[config.mk]
export PLATFORM = sky130hd
export DESIGN_NAME = calc_op_ctrl
export DESIGN_NICKNAME = d
export VERILOG_FILES = /design/src/rtl/calc_pkg.sv /design/src/rtl/calc_cmd_slot.sv /design/src/rtl/calc_op_ctrl.sv
export SDC_FILE = /design/constraint.sdc
export NUM_CORES = 1
export LEC_CHECK = 0
export CAP_MARGIN = 15
export CORE_MARGIN = 4
export CORE_UTILIZATION = 51
export DETAILED_ROUTE_END_ITERATION = 12
export GPL_TIMING_DRIVEN = 0
export PLACE_DENSITY = 0.87
export SLEW_MARGIN = 20
export SYNTH_ARGS = -nofsm -noshare
export SYNTH_HDL_FRONTEND = slang
export SYNTH_SLANG_ARGS = --single-unit
[constraint.sdc]
create_clock -name clk16M -period 2.75 [get_ports clk16M]
set_clock_uncertainty 0.2 [all_clocks]
set_input_delay 0.55 -clock clk16M [delete_from_list [all_inputs] [get_ports clk16M]]
set_output_delay 0.55 -clock clk16M [all_outputs]
set_load 0.02 [all_outputs]
[src/rtl/calc_pkg.sv]
// calc_pkg: shared definitions for the calculator operation sequencer.
//   - one-hot command encodings as delivered by the command interpreter
//   - two-bit operation codes understood by the arithmetic unit
//   - sequencer state encoding
//   - helpers to classify a command and map it to an ALU op code
package calc_pkg;

  localparam logic [3:0] CMD_NONE = 4'b0000;
  localparam logic [3:0] CMD_ADD  = 4'b0001;
  localparam logic [3:0] CMD_SUB  = 4'b0010;
  localparam logic [3:0] CMD_MUL  = 4'b0100;
  localparam logic [3:0] CMD_DIV  = 4'b1000;

  localparam logic [1:0] ALU_ADD = 2'd0;
  localparam logic [1:0] ALU_SUB = 2'd1;
  localparam logic [1:0] ALU_MUL = 2'd2;
  localparam logic [1:0] ALU_DIV = 2'd3;

  typedef enum logic [2:0] {
    ST_IDLE     = 3'd0,
    ST_ISSUE    = 3'd1,
    ST_WAIT_ALU = 3'd2,
    ST_CONV     = 3'd3,
    ST_WAIT_BCD = 3'd4,
    ST_FINISH   = 3'd5
  } state_t;

  // Exactly one bit set: clearing the lowest set bit must leave zero.
  function automatic logic cmd_is_onehot(input logic [3:0] c);
    return (c != CMD_NONE) && ((c & (c - 4'd1)) == 4'd0);
  endfunction

  // Only meaningful for one-hot commands; anything else maps to add.
  function automatic logic [1:0] cmd_to_op(input logic [3:0] c);
    logic [1:0] op;
    case (c)
      CMD_SUB: op = ALU_SUB;
      CMD_MUL: op = ALU_MUL;
      CMD_DIV: op = ALU_DIV;
      default: op = ALU_ADD;
    endcase
    return op;
  endfunction

endpackage

[src/rtl/calc_cmd_slot.sv]
// calc_cmd_slot: one-deep pending command register.
//   clk16M   in   system clock
//   rst      in   asynchronous active-low reset (slot empty)
//   load     in   store cmd_in/a_in/b_in if the slot is free (or freed this cycle)
//   take     in   consumer removes the stored command this cycle
//   cmd_in, a_in, b_in   in   command to store
//   full     out  slot holds a command
//   cmd_out, a_out, b_out out stored command
//   ovf      out  one-cycle pulse: a load was refused because the slot was full
module calc_cmd_slot
  import calc_pkg::*;
(
  input  logic       clk16M,
  input  logic       rst,
  input  logic       load,
  input  logic       take,
  input  logic [3:0] cmd_in,
  input  logic [7:0] a_in,
  input  logic [7:0] b_in,
  output logic       full,
  output logic [3:0] cmd_out,
  output logic [7:0] a_out,
  output logic [7:0] b_out,
  output logic       ovf
);

  logic       full_q, full_d;
  logic [3:0] cmd_q, cmd_d;
  logic [7:0] a_q, a_d;
  logic [7:0] b_q, b_d;
  logic       ovf_q, ovf_d;

  always_comb begin
    full_d = full_q;
    cmd_d  = cmd_q;
    a_d    = a_q;
    b_d    = b_q;
    ovf_d  = 1'b0;
    if (take) begin
      full_d = 1'b0;
    end
    // A take in the same cycle frees the slot for the incoming command.
    if (load) begin
      if (!full_q || take) begin
        full_d = 1'b1;
        cmd_d  = cmd_in;
        a_d    = a_in;
        b_d    = b_in;
      end else begin
        ovf_d = 1'b1;
      end
    end
  end

  always_ff @(posedge clk16M or negedge rst) begin
    if (!rst) begin
      full_q <= 1'b0;
      cmd_q  <= CMD_NONE;
      a_q    <= '0;
      b_q    <= '0;
      ovf_q  <= 1'b0;
    end else begin
      full_q <= full_d;
      cmd_q  <= cmd_d;
      a_q    <= a_d;
      b_q    <= b_d;
      ovf_q  <= ovf_d;
    end
  end

  assign full    = full_q;
  assign cmd_out = cmd_q;
  assign a_out   = a_q;
  assign b_out   = b_q;
  assign ovf     = ovf_q;

endmodule

[src/rtl/calc_op_ctrl.sv]
// calc_op_ctrl: operation sequencer for the calculator datapath.
// Takes operand/command pulses, issues them to the multi-cycle ALU, passes the
// result through the binary-to-BCD converter and presents one registered,
// error-flagged result. One command arriving while busy is buffered, further
// ones are dropped (ovf), and ALU/BCD stalls are aborted after TIMEOUT cycles.
//   clk16M, rst           clock, asynchronous active-low reset
//   cmd_rdy, cmd, op_a/b  command pulse from the interpreter
//   alu_start/op/a/b      issue to ALU;  alu_done/result/err  ALU completion
//   bcd_start/bcd_bin     conversion request;  bcd_done  conversion complete
//   res_valid/res/res_err result pulse and held result
//   busy, ovf             sequencer busy, command-dropped pulse
module calc_op_ctrl
  import calc_pkg::*;
#(
  parameter int BITS    = 16,
  parameter int TIMEOUT = 1023
) (
  input  logic            clk16M,
  input  logic            rst,
  input  logic            cmd_rdy,
  input  logic [3:0]      cmd,
  input  logic [7:0]      op_a,
  input  logic [7:0]      op_b,
  output logic            alu_start,
  output logic [1:0]      alu_op,
  output logic [7:0]      alu_a,
  output logic [7:0]      alu_b,
  input  logic            alu_done,
  input  logic [BITS-1:0] alu_result,
  input  logic            alu_err,
  output logic            bcd_start,
  output logic [BITS-1:0] bcd_bin,
  input  logic            bcd_done,
  output logic            res_valid,
  output logic [BITS-1:0] res,
  output logic            res_err,
  output logic            busy,
  output logic            ovf
);

  localparam int            CW        = $clog2(TIMEOUT + 1);
  localparam logic [CW-1:0] TIMEOUT_V = CW'(TIMEOUT);

  state_t          state_q, state_d;
  logic [CW-1:0]   cnt_q, cnt_d;
  logic            err_q, err_d;
  logic            alu_start_q, alu_start_d;
  logic [1:0]      alu_op_q, alu_op_d;
  logic [7:0]      alu_a_q, alu_a_d;
  logic [7:0]      alu_b_q, alu_b_d;
  logic            bcd_start_q, bcd_start_d;
  logic [BITS-1:0] bcd_bin_q, bcd_bin_d;
  logic            res_valid_q, res_valid_d;
  logic [BITS-1:0] res_q, res_d;
  logic            res_err_q, res_err_d;
  logic            busy_q, busy_d;

  logic       new_cmd;
  logic       slot_load, slot_take, slot_full;
  logic [3:0] slot_cmd;
  logic [7:0] slot_a, slot_b;
  logic [3:0] sel_cmd;
  logic [7:0] sel_a, sel_b;
  logic [CW-1:0] cnt_inc;
  logic       cnt_hit;

  assign new_cmd = cmd_rdy && (cmd != CMD_NONE);
  // Only an idle sequencer with an empty slot takes a command directly;
  // everything else (including the FINISH cycle) goes through the slot.
  assign slot_load = new_cmd && !((state_q == ST_IDLE) && !slot_full);
  assign slot_take = (state_q == ST_IDLE) && slot_full;

  // A buffered command always has priority over a fresh one.
  assign sel_cmd = slot_full ? slot_cmd : cmd;
  assign sel_a   = slot_full ? slot_a   : op_a;
  assign sel_b   = slot_full ? slot_b   : op_b;

  // Saturating wait counter; the abort fires on the edge it reaches TIMEOUT,
  // giving res_valid TIMEOUT+1 cycles after entering the wait state.
  assign cnt_inc = (cnt_q == TIMEOUT_V) ? cnt_q : cnt_q + CW'(1);
  assign cnt_hit = (cnt_inc == TIMEOUT_V);

  calc_cmd_slot u_slot (
    .clk16M  (clk16M),
    .rst     (rst),
    .load    (slot_load),
    .take    (slot_take),
    .cmd_in  (cmd),
    .a_in    (op_a),
    .b_in    (op_b),
    .full    (slot_full),
    .cmd_out (slot_cmd),
    .a_out   (slot_a),
    .b_out   (slot_b),
    .ovf     (ovf)
  );

  always_comb begin
    state_d     = state_q;
    cnt_d       = cnt_q;
    err_d       = err_q;
    alu_start_d = 1'b0;
    alu_op_d    = alu_op_q;
    alu_a_d     = alu_a_q;
    alu_b_d     = alu_b_q;
    bcd_start_d = 1'b0;
    bcd_bin_d   = bcd_bin_q;
    res_valid_d = 1'b0;
    res_d       = res_q;
    res_err_d   = res_err_q;

    case (state_q)
      ST_IDLE: begin
        if (slot_full || new_cmd) begin
          if (cmd_is_onehot(sel_cmd)) begin
            alu_op_d = cmd_to_op(sel_cmd);
            alu_a_d  = sel_a;
            alu_b_d  = sel_b;
            err_d    = 1'b0;
            state_d  = ST_ISSUE;
          end else begin
            // Multi-hot command: never reaches the ALU, reported as error.
            err_d   = 1'b1;
            state_d = ST_FINISH;
          end
        end
      end
      ST_ISSUE: begin
        alu_start_d = 1'b1;
        cnt_d       = '0;
        state_d     = ST_WAIT_ALU;
      end
      ST_WAIT_ALU: begin
        if (alu_done) begin
          bcd_bin_d = alu_result;
          if (alu_err) begin
            err_d   = 1'b1;
            state_d = ST_FINISH;
          end else begin
            state_d = ST_CONV;
          end
        end else if (cnt_hit) begin
          cnt_d   = cnt_inc;
          err_d   = 1'b1;
          state_d = ST_FINISH;
        end else begin
          cnt_d = cnt_inc;
        end
      end
      ST_CONV: begin
        bcd_start_d = 1'b1;
        cnt_d       = '0;
        state_d     = ST_WAIT_BCD;
      end
      ST_WAIT_BCD: begin
        if (bcd_done) begin
          state_d = ST_FINISH;
        end else if (cnt_hit) begin
          cnt_d   = cnt_inc;
          err_d   = 1'b1;
          state_d = ST_FINISH;
        end else begin
          cnt_d = cnt_inc;
        end
      end
      ST_FINISH: begin
        res_valid_d = 1'b1;
        res_err_d   = err_q;
        res_d       = err_q ? '0 : bcd_bin_q;
        state_d     = ST_IDLE;
      end
      default: begin
        state_d = ST_IDLE;
      end
    endcase

    // Busy also covers the cycle res_valid is presented.
    busy_d = (state_d != ST_IDLE) || (state_q == ST_FINISH);
  end

  always_ff @(posedge clk16M or negedge rst) begin
    if (!rst) begin
      state_q     <= ST_IDLE;
      cnt_q       <= '0;
      err_q       <= 1'b0;
      alu_start_q <= 1'b0;
      alu_op_q    <= ALU_ADD;
      alu_a_q     <= '0;
      alu_b_q     <= '0;
      bcd_start_q <= 1'b0;
      bcd_bin_q   <= '0;
      res_valid_q <= 1'b0;
      res_q       <= '0;
      res_err_q   <= 1'b0;
      busy_q      <= 1'b0;
    end else begin
      state_q     <= state_d;
      cnt_q       <= cnt_d;
      err_q       <= err_d;
      alu_start_q <= alu_start_d;
      alu_op_q    <= alu_op_d;
      alu_a_q     <= alu_a_d;
      alu_b_q     <= alu_b_d;
      bcd_start_q <= bcd_start_d;
      bcd_bin_q   <= bcd_bin_d;
      res_valid_q <= res_valid_d;
      res_q       <= res_d;
      res_err_q   <= res_err_d;
      busy_q      <= busy_d;
    end
  end

  assign alu_start = alu_start_q;
  assign alu_op    = alu_op_q;
  assign alu_a     = alu_a_q;
  assign alu_b     = alu_b_q;
  assign bcd_start = bcd_start_q;
  assign bcd_bin   = bcd_bin_q;
  assign res_valid = res_valid_q;
  assign res       = res_q;
  assign res_err   = res_err_q;
  assign busy      = busy_q;

endmodule

==> results.md <==
- Top Ports: 98
- ANT nets after route: 0
- Fmax: 0.372 GHz
- GRT Residual Overflow: 0
- Mapped Area: 4370 sq um
- Leak: 2.42 nW
- WL final: 10.3 mm
- Largest net degree at the start of global routing: 54
- DR iter-0 viols: 190
- Max-slew violations: 0
- CTS H-Tree Depth: 3
- Max Root-Sink Buffers: 2
- Number of synthesized flops with an enable pin: 0
- Initial Utilization: 52.9%
- Fin. Hold Viols: 0
- Setup violations, final: 0
- CP max FO: 10
- Multi-input logic area: 1910 sq um
- Slew margin rel.: 46.8%
- YS warnings: 0
- WHS: 0.295 ns
- Routability congestion estimate: 0.862
- Most frequent cells in the layout: clkdlybuf4s50_1 (96), dfrtp_1 (91), mux2_2 (37), nand2_1 (31), nor2_1 (29)
- Initial antenna violation count: 0
- Post-route DRC: 0
- Crit Path Category: in -> reg
- DP Wirelength: 7.52 mm
- CP Launch Type: primary input
- CTS tree: built
- Clock Sink Count: 91
- RSZ-0062 raised after global routing: no
- CTS Buf Count: 9
- Total Routing Usage GR: 21.4%
- Post-CTS setup repair buffer count: 0
- Area Growth Syn to Fin: 30.9%
- Ys flop type: dfrtp_1
- Die Ht: 101 um
- Crit end category: flip-flop
- Actual slew at the worst max-slew pin: 0.794 ns
- Slowest cell on the critical path: nor3_2
- Share of post-route cells with drive strength above 1: 17.2%
- # nets final: 545
- Outcome: finished clean
- Max Cap Viol: 0
- Worst VDD drop: 0.000736 V
- Register area: 2280 sq um
- Clock root cell: clkbuf_8
- CP cell instances: clkdlybuf4s50_1 > inv_1 > nor3_2 > buf_2 > mux2_2
- Clk_lat worst skew: 0.36 ns
- # diodes: 0
- Syn Nets: 435
- CP startpoint: alu_done
- RR Startpoint: cnt_q[0]
- Die footprint: 10,100 sq um
- Fillcell total: 609
- Crit path DAT: 2.73 ns
- Ys async rst share: 100%
- Rows: 33
- Commonest non-fill, non-tap cell in the layout: clkdlybuf4s50_1
- Yosys cell types: 62
- Vias in the first global route: 3,578
- Total number of vias: 3,442
- IO Port Bufs: 97
- Vias/cell: 5.62
- Slowest cell delay on critical path: 0.66 ns
- Synth Register Bits: 91
- Worst hold-check path type: reg -> reg
- First-pass GRT wire length: 17.2 mm
- Final Critical Period: 2.69 ns
- Routed length per placed instance: 16.8 um
- Die Wd: 101 um
- FF-to-FF path depth: 8
- Period utilization: 97.7%
- Hold Path Stages: 2
- Worst Path Required: 2.80 ns
- Clock transition at path regs: 0.09 ns
- Sequential-to-total area share from yosys stat: 52.2%
- Worst min-delay path startpoint: res[9]
- Cell Pwr Density: 1130 nW/um^2
- Drt first pass iters: 4
- Total negative slack: 0 ns
- Cells after Synth: 392
- Core area: 8260 sq um
- Avg Synthesized Cell Area: 11.1 sq um
## worst paths after layout
| path | end | slack, ns |
|---|---|---|
| worst max-delay path | bcd_bin[13] | 0.06 |
| min in group asynchronous | alu_a[5] | 0.50 |
| max in group asynchronous | cnt_q[1] | 1.21 |
| worst min register to register | res[9] | 0.30 |
| worst min-delay path | res[9] | 0.30 |
| worst max register to register | state_q[2] | 0.11 |
## final cells by class
cell class / count / area share (%)
flip-flops and latches: 91 / 39.9
multi-input cells: 270 / 33.4
repair buffers: 99 / 17.6
plain buffers: 26 / 3.09
clock buffers: 11 / 2.30
well taps: 105 / 2.30
clock inverters: 5 / 1.09
inverters: 5 / 0.328
## worst max-delay path: cells and delay by family
kind	cells	cell delay (ns)
AND/OR/NAND/NOR	1	0.66
multiplexers	1	0.37
buffers and inverters	3	1.14
## cell families after synthesis
kind of cell / after synthesis / share of synthesized area (%)
simple gates: 118 / 14.2
flops: 91 / 52.2
compound gates: 89 / 13.2
mux: 58 / 14.9
buf+inv: 31 / 4.47
xor+xnor: 4 / 0.803
fa+ha+maj: 1 / 0.287
## power breakdown
part / total, mW / switching (mW) / internal (mW)
logic: 3.26 / 1.67 / 1.59
registers: 2.27 / 0.364 / 1.91
clock network: 0.904 / 0.478 / 0.426
total: 6.44 / 2.51 / 3.93
## cells in the mapped netlist (5+ instances only)
cell      instances  area [sq um]
a21oi_1          27           135
a31oi_1           5          31.3
buf_2             9          45.0
buf_6             5          56.3
clkbuf_1          6          22.5
dfrtp_1          91          2280
inv_1             5          18.8
mux2_2           37           417
mux2i_1          19           190
nand2_1          31           116
nand2b_1         21           131
nor2_1           29           109
o21ai_0          24           120
## through the flow
stage,total power [mW],worst slack (ns),instances,util (%),cell area (sq um)
CTS,6.48,0.0671,612,69.0,5700
finish,6.44,0.0634,612,69.2,5710
global route,6.87,0.00569,612,69.2,5710
global placement,5.42,-2.29,594,66.2,5470
floorplan,4.29,0.391,392,-,4370
detailed placement,5.57,-0.289,595,66.5,5490
## state kept, by name (all words and copies together) (netlist names), 2 cells and up
signal,count
alu_a,8
alu_b,8
alu_op,2
bcd_bin,16
cnt_q,10
res,16
state_q,3
u_slot.a_out,8
u_slot.b_out,8
u_slot.cmd_out,4
## per-layer routing
layer  GRT usage (%)  wire length [um]  vias up
met5               0                 0        -
met4            8.91               242        0
met3            4.64               545       23
met2            36.2              5210       93
met1            26.5              4270     1708
li1                -                 -     1618
## timing repair
| action | 4_1_cts | 5_1_grt |
|---|---|---|
| endpoints found under the hold margin | 38 | 0 |
| setup endpoints to repair | 0 | 2 |
| gates resized for setup | 0 | 3 |
| hold buffers | 1 | 0 |
No activity file was read; power rests on OpenSTA's default activity.
